===== config.mk =====
export PLATFORM = sky130hd
export DESIGN_NAME = tnn_batch_sequencer_flat
export DESIGN_NICKNAME = d
export VERILOG_FILES = /design/src/rtl/tnn_seq_pkg.sv /design/src/rtl/tnn_batch_sequencer_if.sv /design/src/rtl/tnn_seq_counters.sv /design/src/rtl/tnn_batch_sequencer.sv /design/src/flat_wrapper.sv
export SDC_FILE = /design/constraint.sdc
export NUM_CORES = 1
export LEC_CHECK = 0
export ABC_CLOCK_PERIOD_IN_PS = 1900
export BUFFER_PORTS_ARGS = -buffer_cell sky130_fd_sc_hd__buf_2
export CAP_MARGIN = 10
export CORE_MARGIN = 8
export CORE_UTILIZATION = 43
export DETAILED_ROUTE_END_ITERATION = 16
export PLACE_DENSITY = 0.86
export SLEW_MARGIN = 15
export SYNTH_ARGS = -nofsm -noshare
export SYNTH_HDL_FRONTEND = slang
export SYNTH_HIERARCHICAL = 1
export SYNTH_SLANG_ARGS = --single-unit

===== constraint.sdc =====
create_clock -name clk -period 1.9 [get_ports clk]
set_clock_uncertainty 0.05 [all_clocks]
set_input_delay 0.285 -clock clk [delete_from_list [all_inputs] [get_ports clk]]
set_output_delay 0.285 -clock clk [all_outputs]
set_load 0.01 [all_outputs]

===== src/rtl/tnn_seq_pkg.sv =====
// ---------------------------------------------------------------------------
// tnn_seq_pkg
// Shared definitions for the ternary-NN batch sequencer.
//   seq_state_e       : sequencer FSM state encoding (IDLE/LOAD/RUN/HOLD)
//   width_of()        : bits needed to index n values (minimum 1)
//   core_lat_of()     : core settle time, HIDDEN_CNT + CLASS_CNT + 1
//   DEFAULT_CORE_LAT  : settle time of the default core (40 hidden, 7 classes)
// ---------------------------------------------------------------------------
package tnn_seq_pkg;

   typedef enum logic [1:0] {
      IDLE = 2'd0,
      LOAD = 2'd1,
      RUN  = 2'd2,
      HOLD = 2'd3
   } seq_state_e;

   // $clog2 collapses to 0 for n <= 1; a port still needs one bit.
   function automatic int unsigned width_of(input int unsigned n);
      return (n <= 2) ? 1 : $clog2(n);
   endfunction

   // One cycle per hidden neuron, one per class, plus the argmax register.
   function automatic int unsigned core_lat_of(input int unsigned hidden_cnt,
                                               input int unsigned class_cnt);
      return hidden_cnt + class_cnt + 1;
   endfunction

   localparam int unsigned DEFAULT_HIDDEN_CNT = 40;
   localparam int unsigned DEFAULT_CLASS_CNT  = 7;
   localparam int unsigned DEFAULT_CORE_LAT   =
      core_lat_of(DEFAULT_HIDDEN_CNT, DEFAULT_CLASS_CNT);

endpackage


===== src/rtl/tnn_batch_sequencer_if.sv =====
// ---------------------------------------------------------------------------
// tnn_batch_sequencer_if
// Sample-in and result-out valid/ready streams of the batch sequencer.
// Optional macro: TNN_SEQ_ACCURACY_EN adds in_label and out_correct.
//   in_valid / in_ready / in_data [/ in_label]      : sample stream
//   out_valid / out_ready / out_pred [/ out_correct]: result stream
// Modports:
//   master : environment side (drives samples, sinks results)
//   slave  : sequencer side
// ---------------------------------------------------------------------------
interface tnn_batch_sequencer_if #(
   parameter int unsigned FEAT_CNT  = 11,
   parameter int unsigned FEAT_BITS = 4,
   parameter int unsigned CLASS_CNT = 7
);
   localparam int unsigned PRED_W = tnn_seq_pkg::width_of(CLASS_CNT);
   localparam int unsigned FEAT_W = FEAT_CNT * FEAT_BITS;

   logic              in_valid;
   logic              in_ready;
   logic [FEAT_W-1:0] in_data;
   logic              out_valid;
   logic              out_ready;
   logic [PRED_W-1:0] out_pred;
`ifdef TNN_SEQ_ACCURACY_EN
   logic [PRED_W-1:0] in_label;
   logic              out_correct;

   modport master (
      output in_valid, in_data, in_label, out_ready,
      input  in_ready, out_valid, out_pred, out_correct
   );

   modport slave (
      input  in_valid, in_data, in_label, out_ready,
      output in_ready, out_valid, out_pred, out_correct
   );
`else
   modport master (
      output in_valid, in_data, out_ready,
      input  in_ready, out_valid, out_pred
   );

   modport slave (
      input  in_valid, in_data, out_ready,
      output in_ready, out_valid, out_pred
   );
`endif

endinterface


===== src/rtl/tnn_seq_counters.sv =====
// ---------------------------------------------------------------------------
// tnn_seq_counters
// Per-batch result counters for the sequencer.
// Optional macro: TNN_SEQ_ACCURACY_EN adds the correct-result counter.
//   clk, rst      : clock, synchronous active-high reset (clears counters)
//   out_hs        : a result was handed to the sink this cycle
//   out_correct   : that result matched its label (accuracy build only)
//   sample_cnt    : results delivered, saturating at TEST_CNT
//   correct_cnt   : correct results delivered (accuracy build only)
//   batch_done    : sample_cnt has reached TEST_CNT
//   last          : the next delivered result completes the batch
// ---------------------------------------------------------------------------
module tnn_seq_counters #(
   parameter int unsigned TEST_CNT = 1000,
   parameter int unsigned CNT_W    = 10
) (
   input  logic             clk,
   input  logic             rst,
   input  logic             out_hs,
`ifdef TNN_SEQ_ACCURACY_EN
   input  logic             out_correct,
   output logic [CNT_W-1:0] correct_cnt,
`endif
   output logic [CNT_W-1:0] sample_cnt,
   output logic             batch_done,
   output logic             last
);

   localparam logic [CNT_W-1:0] CNT_MAX  = CNT_W'(TEST_CNT);
   localparam logic [CNT_W-1:0] CNT_LAST = CNT_W'(TEST_CNT - 1);

   logic [CNT_W-1:0] sample_cnt_q, sample_cnt_d;
`ifdef TNN_SEQ_ACCURACY_EN
   logic [CNT_W-1:0] correct_cnt_q, correct_cnt_d;
`endif

   always_comb begin
      sample_cnt_d = sample_cnt_q;
      if (out_hs && (sample_cnt_q != CNT_MAX)) begin
         sample_cnt_d = sample_cnt_q + CNT_W'(1);
      end
   end

`ifdef TNN_SEQ_ACCURACY_EN
   // correct_cnt never exceeds sample_cnt, so the guard only matters if
   // results keep arriving after the batch has saturated.
   always_comb begin
      correct_cnt_d = correct_cnt_q;
      if (out_hs && out_correct && (correct_cnt_q != CNT_MAX)) begin
         correct_cnt_d = correct_cnt_q + CNT_W'(1);
      end
   end
`endif

   always_ff @(posedge clk) begin
      if (rst) begin
         sample_cnt_q  <= '0;
`ifdef TNN_SEQ_ACCURACY_EN
         correct_cnt_q <= '0;
`endif
      end else begin
         sample_cnt_q  <= sample_cnt_d;
`ifdef TNN_SEQ_ACCURACY_EN
         correct_cnt_q <= correct_cnt_d;
`endif
      end
   end

   assign sample_cnt  = sample_cnt_q;
`ifdef TNN_SEQ_ACCURACY_EN
   assign correct_cnt = correct_cnt_q;
`endif
   assign batch_done  = (sample_cnt_q == CNT_MAX);
   assign last        = (sample_cnt_q >= CNT_LAST);

endmodule


===== src/rtl/tnn_batch_sequencer.sv =====
// ---------------------------------------------------------------------------
// tnn_batch_sequencer
// Feeds one sample at a time to the sequential ternary-NN core: latches the
// features, pulses the core reset for one cycle, waits CORE_LAT cycles for the
// prediction to settle, then offers the captured prediction downstream.
// Optional macro: TNN_SEQ_ACCURACY_EN (label capture, out_correct, correct_cnt).
//
// Ports:
//   clk, rst         : clock, synchronous active-high reset
//   bus (slave)      : sample stream in, result stream out
//   core_rst         : core reset, high during rst and the LOAD cycle
//   core_features    : registered features, change only on input handshake
//   core_prediction  : core argmax output
//   sample_cnt       : results delivered in this batch
//   correct_cnt      : correct results in this batch (accuracy build only)
//   busy             : FSM not in IDLE
//   batch_done       : TEST_CNT results delivered, input blocked until rst
//
// State | meaning
// ------+------------------------------------------------------------------
// IDLE  | waiting for a sample (blocked once the batch is done)
// LOAD  | features latched, core held in reset for one cycle
// RUN   | core evaluating, wait counter runs 0 .. CORE_LAT-1
// HOLD  | prediction presented, waiting for the sink
// ---------------------------------------------------------------------------
module tnn_batch_sequencer
   import tnn_seq_pkg::*;
#(
   parameter  int unsigned FEAT_CNT  = 11,
   parameter  int unsigned FEAT_BITS = 4,
   parameter  int unsigned CLASS_CNT = 7,
   parameter  int unsigned CORE_LAT  = DEFAULT_CORE_LAT,
   parameter  int unsigned TEST_CNT  = 1000,
   localparam int unsigned PRED_W    = width_of(CLASS_CNT),
   localparam int unsigned CNT_W     = width_of(TEST_CNT + 1),
   localparam int unsigned FEAT_W    = FEAT_CNT * FEAT_BITS
) (
   input  logic              clk,
   input  logic              rst,
   tnn_batch_sequencer_if.slave bus,
   output logic              core_rst,
   output logic [FEAT_W-1:0] core_features,
   input  logic [PRED_W-1:0] core_prediction,
   output logic [CNT_W-1:0]  sample_cnt,
`ifdef TNN_SEQ_ACCURACY_EN
   output logic [CNT_W-1:0]  correct_cnt,
`endif
   output logic              busy,
   output logic              batch_done
);

   localparam int unsigned       WAIT_W   = width_of(CORE_LAT);
   localparam logic [WAIT_W-1:0] WAIT_END = WAIT_W'(CORE_LAT - 1);

   seq_state_e        state_q, state_d;
   logic [WAIT_W-1:0] wait_q, wait_d;
   logic [FEAT_W-1:0] feat_q, feat_d;
   logic [PRED_W-1:0] pred_q, pred_d;
`ifdef TNN_SEQ_ACCURACY_EN
   logic [PRED_W-1:0] label_q, label_d;
   logic              correct_q, correct_d;
`endif

   logic in_ready;
   logic out_valid;
   logic in_hs;
   logic out_hs;
   logic last;

   tnn_seq_counters #(
      .TEST_CNT (TEST_CNT),
      .CNT_W    (CNT_W)
   ) u_counters (
      .clk         (clk),
      .rst         (rst),
      .out_hs      (out_hs),
`ifdef TNN_SEQ_ACCURACY_EN
      .out_correct (correct_q),
      .correct_cnt (correct_cnt),
`endif
      .sample_cnt  (sample_cnt),
      .batch_done  (batch_done),
      .last        (last)
   );

   always_comb begin
      state_d   = state_q;
      wait_d    = wait_q;
      feat_d    = feat_q;
      pred_d    = pred_q;
`ifdef TNN_SEQ_ACCURACY_EN
      label_d   = label_q;
      correct_d = correct_q;
`endif
      in_ready  = 1'b0;
      out_valid = 1'b0;
      in_hs     = 1'b0;
      out_hs    = 1'b0;

      unique case (state_q)
         IDLE: begin
            in_ready = !batch_done;
            if (bus.in_valid && !batch_done) begin
               in_hs   = 1'b1;
               state_d = LOAD;
            end
         end

         LOAD: begin
            wait_d  = '0;
            state_d = RUN;
         end

         RUN: begin
            if (wait_q == WAIT_END) begin
               pred_d    = core_prediction;
`ifdef TNN_SEQ_ACCURACY_EN
               // Exact compare: an out-of-range prediction only counts
               // if the label carries the same out-of-range code.
               correct_d = (core_prediction == label_q);
`endif
               state_d   = HOLD;
            end else begin
               wait_d = wait_q + WAIT_W'(1);
            end
         end

         HOLD: begin
            out_valid = 1'b1;
            // A new sample rides on the result handshake unless this
            // result completes the batch.
            in_ready  = bus.out_ready && !last;
            if (bus.out_ready) begin
               out_hs = 1'b1;
               if (bus.in_valid && !last) begin
                  in_hs   = 1'b1;
                  state_d = LOAD;
               end else begin
                  state_d = IDLE;
               end
            end
         end

         default: state_d = IDLE;
      endcase

      if (in_hs) begin
         feat_d  = bus.in_data;
`ifdef TNN_SEQ_ACCURACY_EN
         label_d = bus.in_label;
`endif
      end
   end

   always_ff @(posedge clk) begin
      if (rst) begin
         state_q   <= IDLE;
         wait_q    <= '0;
         feat_q    <= '0;
         pred_q    <= '0;
`ifdef TNN_SEQ_ACCURACY_EN
         label_q   <= '0;
         correct_q <= 1'b0;
`endif
      end else begin
         state_q   <= state_d;
         wait_q    <= wait_d;
         feat_q    <= feat_d;
         pred_q    <= pred_d;
`ifdef TNN_SEQ_ACCURACY_EN
         label_q   <= label_d;
         correct_q <= correct_d;
`endif
      end
   end

   // The core sees rst combinationally so it is held in reset in the same
   // cycle the sequencer abandons a sample.
   assign core_rst      = rst | (state_q == LOAD);
   assign core_features = feat_q;
   assign busy          = (state_q != IDLE);

   assign bus.in_ready    = in_ready;
   assign bus.out_valid   = out_valid;
   assign bus.out_pred    = pred_q;
`ifdef TNN_SEQ_ACCURACY_EN
   assign bus.out_correct = correct_q;
`endif

endmodule


===== src/flat_wrapper.sv =====
// flat-port wrapper written by rule: the top's interface ports become plain ports
module tnn_batch_sequencer_flat import tnn_seq_pkg::*;
#(
   parameter  int unsigned FEAT_CNT  = 11,
   parameter  int unsigned FEAT_BITS = 4,
   parameter  int unsigned CLASS_CNT = 7,
   parameter  int unsigned CORE_LAT  = DEFAULT_CORE_LAT,
   parameter  int unsigned TEST_CNT  = 1000,
   localparam int unsigned PRED_W    = width_of(CLASS_CNT),
   localparam int unsigned CNT_W     = width_of(TEST_CNT + 1),
   localparam int unsigned FEAT_W    = FEAT_CNT * FEAT_BITS
)
  (clk, rst, core_rst, core_features, core_prediction, sample_cnt, busy, batch_done, bus_in_valid, bus_in_data, bus_out_ready, bus_in_ready, bus_out_valid, bus_out_pred);
  tnn_batch_sequencer_if #(.FEAT_CNT(FEAT_CNT), .FEAT_BITS(FEAT_BITS), .CLASS_CNT(CLASS_CNT)) bus_i ();
  input  logic clk;
  input  logic rst;
  output logic core_rst;
  output logic [FEAT_W-1:0] core_features;
  input  logic [PRED_W-1:0] core_prediction;
  output logic [CNT_W-1:0] sample_cnt;
  output logic busy;
  output logic batch_done;
  input wire logic [$bits(bus_i.in_valid)-1:0] bus_in_valid;
  input wire logic [$bits(bus_i.in_data)-1:0] bus_in_data;
  input wire logic [$bits(bus_i.out_ready)-1:0] bus_out_ready;
  output wire logic [$bits(bus_i.in_ready)-1:0] bus_in_ready;
  output wire logic [$bits(bus_i.out_valid)-1:0] bus_out_valid;
  output wire logic [$bits(bus_i.out_pred)-1:0] bus_out_pred;
  assign bus_i.in_valid = bus_in_valid;
  assign bus_i.in_data = bus_in_data;
  assign bus_i.out_ready = bus_out_ready;
  assign bus_in_ready = bus_i.in_ready;
  assign bus_out_valid = bus_i.out_valid;
  assign bus_out_pred = bus_i.out_pred;
  tnn_batch_sequencer #(.FEAT_CNT(FEAT_CNT), .FEAT_BITS(FEAT_BITS), .CLASS_CNT(CLASS_CNT), .CORE_LAT(CORE_LAT), .TEST_CNT(TEST_CNT)) u_core (.clk(clk), .rst(rst), .bus(bus_i), .core_rst(core_rst), .core_features(core_features), .core_prediction(core_prediction), .sample_cnt(sample_cnt), .busy(busy), .batch_done(batch_done));
endmodule

; ---- After elaboration in Yosys (flattened, before gate mapping)
; Index checks and enable logic that the tools add are counted.
[word_totals]
input_bits = 51
register_bits = 65
[classes]
bitwise_logic = 1
n_lt_le_gt_ge = 1
add_sub_neg = 2
n_reduce_logical = 12
eq_ne = 10
n_mux = 15
[ops]
columns = cell, count
row1 = case mux 6 bit (2 select lines), 1
row2 = "adder 10 x 1 -> 10 bit, second input constant", 1
row3 = "equality test 10 bit, second input constant", 1
row4 = ">= comparator 10 bit, second input constant", 1
row5 = "inequality test 10 bit, second input constant", 1
row6 = case mux 2 bit (4 select lines), 1
row7 = two-way mux 1 bit, 7
row8 = "adder 6 x 1 -> 6 bit, second input constant", 1
row9 = "equality test 6 bit, second input constant", 1
row10 = two-way mux 2 bit, 3
row11 = two-way mux 6 bit, 1
row12 = "equality test 2 bit, second input constant", 2
row13 = logical AND 1 bit, 4
row14 = "inequality test 2 x 1 -> 1 bit, second input constant", 2
row15 = "inequality test 2 bit, second input constant", 2
row16 = case mux 1 bit (2 select lines), 2
row17 = AND reduction 2 bit, 2
row18 = nonzero test 2 bit, 2
row19 = AND reduction 3 bit, 1
row20 = "equality test 2 x 1 -> 1 bit, second input constant", 1
row21 = logical NOT 1 bit, 2
row22 = logical NOT 2 bit, 1
row23 = bitwise OR 1 bit, 1

; ---- Logic depth before layout (Yosys ltp)
; Gate-level depths: netlist of the first run.
[depth]
depth_word = 6
depth_mapped = 10
depth_no_buf = 8

; ---- Modules after synthesis
; Netlist of the first run, hierarchy kept.
[by_module_without_submodules]
columns = mod, n_inst, area_per_inst_um2, cells_each
row1 = tnn_batch_sequencer, 1, 2184.6, 265
row2 = tnn_seq_counters, 1, 540.5, 61

; ---- Least setup slack after synthesis of the first run
; Ideal clock, no wire load.
[synth_timing]
path_kind = register to register
start = register u_core.u_counters.sample_cnt_q[0] (netlist: u_core/u_counters/sample_cnt[0])
end = register u_core.feat_q[0] (netlist: u_core/core_features[0])
synth_period_minus_slack_ns = 2.310
slack_ns = -0.410
path_buffers = 2
stages_incl_launch_ff = 11
t_arrival_ns = 2.127
setup_ns = 0.132
cell_sequence = dfxtp_1 -> inv_1 -> ha_1 -> and4bb_2 -> nor3b_1 -> and2b_1 -> o211a_1 -> buf_4 -> buf_4 -> nand2_1 -> a21oi_1
[synth_lines]
columns = element, line_no
row1 = from (decl), tnn_seq_counters.sv:32  ; logic [CNT_W-1:0] sample_cnt_q, sample_cnt_d;
row2 = from (signal assigned), tnn_seq_counters.sv:62  ; sample_cnt_q <= sample_cnt_d;
row3 = equality test 10 bit, tnn_seq_counters.sv:73  ; assign batch_done = (sample_cnt_q == CNT_MAX);
row4 = net batch_done, flat_wrapper.sv:22  ; output logic batch_done;
row5 = logical NOT 1 bit, tnn_batch_sequencer.sv:103  ; if (bus.in_valid && !batch_done) begin
row6 = logical AND 1 bit, tnn_batch_sequencer.sv:103
row7 = two-way mux 1 bit, tnn_batch_sequencer.sv:103
row8 = case mux 1 bit (2 select lines), tnn_batch_sequencer.sv:100  ; unique case (state_q)
row9 = to (signal assigned), tnn_batch_sequencer.sv:168  ; feat_q <= feat_d;
row10 = to (decl), tnn_batch_sequencer.sv:57  ; logic [FEAT_W-1:0] feat_q, feat_d;
; The timed path passes the listed nets, and every way through them passes these cells.
; A chain may end at the register's enable or synchronous reset.

; ---- Final worst setup path of the first run
[layout_timing]
start = register u_core.u_counters.sample_cnt_q[0] (netlist: u_core/u_counters/sample_cnt[0])
end = output bus_in_ready
[layout_between]
elab_chain_len = 4
[layout_lines]
columns = element, line_no
row1 = >= comparator 10 bit, tnn_seq_counters.sv:74  ; assign last = (sample_cnt_q >= CNT_LAST);
row2 = net u_core.last, tnn_batch_sequencer.sv:68  ; logic last;
row3 = logical NOT 1 bit, tnn_batch_sequencer.sv:132  ; in_ready = bus.out_ready && !last;
row4 = logical AND 1 bit, tnn_batch_sequencer.sv:132
row5 = case mux 1 bit (2 select lines), tnn_batch_sequencer.sv:100
row6 = to (decl), flat_wrapper.sv:26  ; output wire logic [$bits(bus_i.in_ready)-1:0] bus_in_ready;
; The timed path passes the listed nets, and every way through them passes these cells.

==> flow_metrics.py, run 1 <==
metrics = {
    "run_status": {
        "status": "complete, but fails checks",
        "violations": "setup timing",
    },
    "setup_path": {
        "slowest_delay_ns": 0.36,
        "crit_top_cell": "nor2_1",
        "critPathBufInv": 1,
        "r2r_setup_slack_ns": -0.16,
        "crit_slowest_cell": "dfxtp_4",
        "critPathKind": "reg2out",
        "crit_fanout": 3,
        "critPathTopFamily": "simple AND/OR/NAND/NOR gates",
        "r2r_cells": 10,
        "crit-reg2reg-launch": "u_core/u_counters/sample_cnt[1]",
        "path_cells": "ha_2, a211oi_2, nor3_1, and3b_2, nor2_1, nor2_1, buf_2",
        "end_kind": "output pin",
        "cp-start-kind": "flip-flop",
        "crit_required_ns": 1.56,
        "arrival_ns": 1.77,
        "r2r-end": "u_core/core_features[42]",
    },
    "sta": {
        "fin_crit_ns": 2.105,
        "rsz0062_at_grt": "true",
        "layout_setup_ws_ns": -0.2045,
        "tightestPinTransition_ns": 0.4003,
        "timing.final.crit_share": 1.108,
        "max-slew-margin-rel": 0.7331,
        "setup_viol": 45,
        "fmax_ghz": 0.4752,
        "final_hold_viol_count": 0,
        "whs_ns": 0.1396,
        "drv_slew": 0,
    },
    "routing": {
        "wl_mm": 7.408,
        "ant_nets": 0,
        "wl_met3_um": 597,
        "highest_layer": "met4",
        "vias": 2712,
        "routedWlPerCell_um": 13.69,
        "wl_met1_mm": 3.102,
        "drc_errors": 0,
        "first_pass_iters": 4,
        "drtIter0Drc": 64,
        "met2_length_mm": 3.630,
        "viasPerCell": 5.013,
    },
    "floorplanning": {
        "row_count": 29,
        "dieArea_sq_um": 9141,
        "core_area_sq_um": 6241,
        "io_pins": 113,
        "initial_core_util": 0.4366,
        "die_x_um": 95.61,
        "die_height_um": 95.61,
    },
    "power": {
        "p_leak_nw": 1.734,
        "swShare": 0.3697,
        "combinationalPowerShare": 0.395,
        "intPower_w": 0.002879,
        "seq_power_share": 0.390,
        "peakVddDrop_v": 0.0006804,
        "clockPowerShare": 0.215,
        "switching_power_w": 0.001689,
        "power.density_nw_per_um2": 1210,
        "finalPower_w": 0.004568,
    },
    "placement": {
        "dp_hpwl_mm": 5.422,
        "dp_cells": 523,
        "place_congestion": 0.8370,
        "dp_worst_setup_slack_ns": -0.05724,
        "portBuffers": 112,
    },
    "yosys": {
        "synth_cells": 326,
        "syn_nets": 384,
        "synth_most_common_cell": "nand2_1",
        "netlist_area_sq_um": 2725,
        "yosysSeqAreaShare": 0.4775,
        "synth_common_cells": "nand2_1, dfxtp_1, a21oi_1, nor2_1, inv_1",
        "ys_ff_latch": 65,
        "synth-edff-count": 0,
        "synthFlopType": "dfxtp_1",
        "synth.distinct_cells": 50,
        "ys_warn_count": 6,
        "synthArstFlopShare": 0,
        "yosys.area.top_type_share": 0.4775,
        "yosys.area.top_type": "dfxtp_1",
        "synth_area_per_cell_sq_um": 8.359,
        "synthTopCellsByArea": "dfxtp_1, nand2_1, a21oi_1, ha_1, nor2_1",
    },
    "cells_and_area": {
        "antennaDiodeCount": 0,
        "num-nets-final": 518,
        "area_growth_pct": 38.57,
        "drive_gt1_frac": 0.4073,
        "fin_cells": 541,
        "utilization": 0.6051,
    },
    "clocking": {
        "cts_root_buffer": "clkbuf_8",
        "htreeDepth": 3,
        "cts_tree": "done",
        "clk_latency_ns": 0.33,
        "cts_buffer_depth": 2,
        "clk_pin_slew_ns": 0.07,
        "cts_sinks": 65,
        "cts_made_buffers": 9,
    },
    "min_path": {
        "min_delay_path_depth": 3,
        "hold_class": "in2reg",
        "hold_path_end": "u_core/core_features[20]",
        "min_from": "bus_in_data[20]",
    },
    "global_route": {
        "antenna_found_initial": 0,
        "overflow": 0,
        "grt_pass1_wl_mm": 11.50,
        "grt_max_degree": 45,
        "grt.total_usage": 0.1567,
        "grt_pass1_vias": 2600,
    },
    "run": {
        "maxCapViolCount": 0,
    },
}
==> worst max path at each step <==
stage,cells past startpoint,start,slack [ns],endpoint
after floorplan,10,u_core/u_counters/sample_cnt[0],-0.13,u_core/core_features[20]
after global placement,9,u_core/u_counters/sample_cnt[0],-0.002,u_core/core_features[23]
after detailed placement,9,u_core/u_counters/sample_cnt[0],-0.06,u_core/core_features[42]
after CTS,8,u_core/u_counters/sample_cnt[0],-0.25,bus_in_ready
after global routing,8,u_core/u_counters/sample_cnt[0],-0.34,bus_in_ready
final,7,u_core/u_counters/sample_cnt[0],-0.20,bus_in_ready
==> kinds of logic (layout without fill, tap and decap cells) <==
family                     after synthesis  after routing  synth area share
AOI/OAI and AO/OA                       75             75            0.1667
xor gates and xnor gates                 4              4           0.01286
adders and majority gates                7              7           0.03214
buffers and inverters                   26            164           0.04912
DFF                                     65             65            0.4775
muxes                                    6              6           0.02250
and+or+nand+nor                        143            143            0.2392
==> cell usage in the layout (no fill, tap or decap), types with 4 or more instances in the layout <==
cell	n
buf_2	111
nand2_1	90
dfxtp_1	63
a21oi_1	47
buf_4	25
nor2_1	18
clkbuf_8	10
inv_1	7
a21oi_2	6
mux2i_1	5
nand3_1	5
o21ai_0	5
ha_1	5
clkinv_2	4
==> power by group through the flow <==
stage / Clock, W / Sequential, W / Combinational [W]
3_3_place_gp: 0 / 0.00179 / 0.00170
3_5_place_dp: 0 / 0.00181 / 0.00175
2_1_floorplan: 0 / 0.00192 / 0.00104
4_1_cts: 0.00102 / 0.00178 / 0.00179
5_1_grt: 0.00107 / 0.00182 / 0.00199
6_report: 0.000983 / 0.00178 / 0.00180
==> through the flow <==
stage          instance area, sq um  setup TNS, ns
6_report                       3776         -6.487
5_1_grt                        3776         -11.50
4_1_cts                        3731         -6.485
3_5_place_dp                   3525         -1.612
3_3_place_gp                   3525      -0.004073
2_1_floorplan                  2750         -5.345
==> registers in the layout (all words and copies together), names as in the netlist <==
signal and flops:
u_core/u_counters/sample_cnt 10, u_core/wait_q 6, u_core/state_q 2, u_core/core_features 44, u_core/bus.out_pred 3
==> routing by layer <==
| metal | track usage | up-vias |
|---|---|---|
| met1 | 0.1717 | 1247 |
| li1 | - | 1366 |
| met3 | 0.04567 | 9 |
| met4 | 0.05762 | 0 |
| met5 | 0 | - |
| met2 | 0.2794 | 90 |
==> tightest hold or removal path, delay by kind of cell <==
| kind | cells | cell delay (ns) |
|---|---|---|
| compound gates | 1 | 0.05 |
| buf+inv | 1 | 0.09 |
| simple gates | 1 | 0.04 |
==> layout make-up <==
| type | count | area [sq um] |
|---|---|---|
| clock buffers | 11 | 141.4 |
| repair buffers | 140 | 814.5 |
| clock inverters | 4 | 20.02 |
| flip-flops and latches | 65 | 1306 |
| multi-input cells | 235 | 1361 |
| well taps | 77 | 96.34 |
| inverters | 9 | 36.28 |
| fillers | 564 | 2465 |
==> repair_timing <==
item / CTS / global route
hold buffers: 0 / 0
setup buffers: 2 / 1
gates resized for setup: 9 / 10
setup endpoints to repair: 45 / 49
pin swaps: 3 / 2
(Power assumes the default switching activity.)
==> run 2, diff against run 1 <==
==> constraint.sdc (replaced) <==
create_clock -name clk -period 1.9 [get_ports clk]
set_clock_uncertainty 0.05 [all_clocks]
set_input_delay 0.19 -clock clk [delete_from_list [all_inputs] [get_ports clk]]
set_output_delay 0.19 -clock clk [all_outputs]
set_load 0.01 [all_outputs]
==> flow_metrics.py, run 2 (synthesis results as in run 1) <==
metrics = {
    "clocking": {
        "cts_tree": "done",
        "cts_buffer_depth": 2,
        "cts_root_buffer": "clkbuf_8",
        "clk_pin_slew_ns": 0.08,
        "clk_latency_ns": 0.33,
        "htreeDepth": 3,
        "cts_made_buffers": 9,
        "cts_sinks": 65,
    },
    "sta": {
        "final_hold_viol_count": 0,
        "setup_viol": 45,
        "timing.final.crit_share": 1.120,
        "tightestPinTransition_ns": 0.3718,
        "drv_slew": 0,
        "layout_setup_ws_ns": -0.2286,
        "fmax_ghz": 0.4698,
        "max-slew-margin-rel": 0.7522,
        "fin_crit_ns": 2.129,
        "rsz0062_at_grt": "true",
        "fin_tns_setup_ns": -8.813,
    },
    "routing": {
        "drc_errors": 0,
        "viasPerCell": 5.215,
        "vias": 2858,
        "ant_nets": 0,
        "routedWlPerCell_um": 15.53,
        "wl_mm": 8.511,
        "drtIter0Drc": 90,
        "first_pass_iters": 4,
    },
    "placement": {
        "dp_hpwl_mm": 5.559,
        "dp_cells": 520,
        "place_congestion": 0.8401,
        "portBuffers": 112,
    },
    "run_status": {
        "violations": "setup timing",
        "status": "complete, but fails checks",
    },
    "min_path": {
        "hold_path_end": "u_core/core_features[34]",
        "min_delay_path_depth": 3,
        "hold_class": "in2reg",
        "min_from": "bus_in_data[34]",
    },
    "cells_and_area": {
        "largest_reg_flops": 44,
        "drive_gt1_frac": 0.5159,
        "area_growth_pct": 53.76,
        "fin_cells": 548,
        "mostFrequentLayoutCells": "buf_2, nand2_1, dfxtp_1",
        "final_common_cell": "buf_2",
        "utilization": 0.6714,
        "fillers": 526,
        "antennaDiodeCount": 0,
        "num-nets-final": 524,
    },
    "global_route": {
        "grt_pass1_vias": 2792,
        "grt_max_degree": 45,
        "grt.total_usage": 0.1631,
        "antenna_found_initial": 0,
        "overflow": 0,
        "grt_pass1_wl_mm": 12.09,
    },
    "floorplanning": {
        "die_x_um": 95.61,
        "dieArea_sq_um": 9141,
        "initial_core_util": 0.4366,
        "die_height_um": 95.61,
        "row_count": 29,
        "core_area_sq_um": 6241,
        "io_pins": 113,
    },
    "setup_path": {
        "end_kind": "flip-flop",
        "r2r-end": "u_core/core_features[16]",
        "r2r_setup_slack_ns": -0.23,
        "critPathKind": "reg2reg",
        "arrival_ns": 2.33,
        "r2r_cells": 11,
        "crit_fanout": 7,
        "cp-start-kind": "flip-flop",
        "crit_required_ns": 2.10,
        "crit-reg2reg-launch": "u_core/u_counters/sample_cnt[0]",
    },
    "power": {
        "peakVddDrop_v": 0.0007342,
        "finalPower_w": 0.005656,
        "p_leak_nw": 1.902,
        "power.density_nw_per_um2": 1350,
    },
    "run": {
        "maxCapViolCount": 0,
    },
}
## run 2: cell count changes in the layout (fill, tap and decap cells not counted), moves of 2 or more
cell / before / now
nand2_2: 3 / 13
buf_4: 25 / 22
a21oi_1: 47 / 31
nand2_1: 90 / 65
nand2_4: 0 / 15
clkbuf_16: 0 / 3
a21oi_2: 6 / 22
bufinv_16: 0 / 2
buf_6: 1 / 5
clkinv_2: 4 / 1
## run 2: stage by stage
stage	cell area, sq um	setup slack [ns]	hold slack (ns)
after global placement	3490	-0.003848	0.3712
after detailed placement	3490	-0.07960	0.3859
after floorplan	2750	-0.1328	0.2760
after global routing	4190	-0.2990	0.02951
after CTS	3765	-0.2028	0.02245
final	4190	-0.2286	0.03862
## run 2: timing repair
| item | CTS | global route |
|---|---|---|
| gates cloned | 0 | 6 |
| endpoints found under the setup margin | 45 | 50 |
| hold buffers | 0 | 0 |
| buffers inserted | 3 | 3 |
| resized for setup | 8 | 78 |
| pin swaps | 3 | 46 |
## run 2: routing by layer
metal / vias up / routed length, um / GRT usage
li1: 1384 / - / -
met4: 0 / 142 / 0.06530
met3: 14 / 620 / 0.04724
met5: - / 0 / 0
met2: 95 / 4295 / 0.2937
met1: 1365 / 3452 / 0.1744
## run 2: power breakdown
group	internal (W)	leakage (nW)	total [W]	switching [W]
Combinational	0.00113	1.26	0.00250	0.00137
Clock	0.000779	0.113	0.00132	0.000542
Sequential	0.00164	0.531	0.00183	0.000193
## run 2: final cells by class
type	instances	area, sq um	area share
clock buffers	10	137.6	0.03285
well taps	77	96.34	0.02299
clock inverters	6	90.09	0.02150
multi-input cells	235	1575	0.3759
inverters	9	36.28	0.008659
flip-flops and latches	65	1308	0.3120
repair buffers	146	947.2	0.2260
## run 2: how the worst max path moves through the flow
stage / from / endpoint / slack [ns] / cells after the start
3_3_place_gp: u_core/u_counters/sample_cnt[0] / u_core/core_features[14] / -0.004 / 9
6_report: u_core/u_counters/sample_cnt[0] / u_core/core_features[16] / -0.23 / 11
4_1_cts: u_core/u_counters/sample_cnt[0] / bus_in_ready / -0.20 / 8
5_1_grt: u_core/u_counters/sample_cnt[0] / u_core/core_features[16] / -0.30 / 11
3_5_place_dp: u_core/u_counters/sample_cnt[0] / u_core/core_features[6] / -0.08 / 9
2_1_floorplan: u_core/u_counters/sample_cnt[0] / u_core/core_features[20] / -0.13 / 10
## run 2: critical path, stage by stage, from the launching register on
cell	delay [ns]
dfxtp_4	0.36
inv_4	0.06
ha_4	0.11
and4bb_2	0.23
nor3b_4	0.19
and2b_2	0.25
buf_6	0.12
o211ai_4	0.18
buf_12	0.17
clkbuf_16	0.16
nand2_1	0.06
a21oi_1	0.13
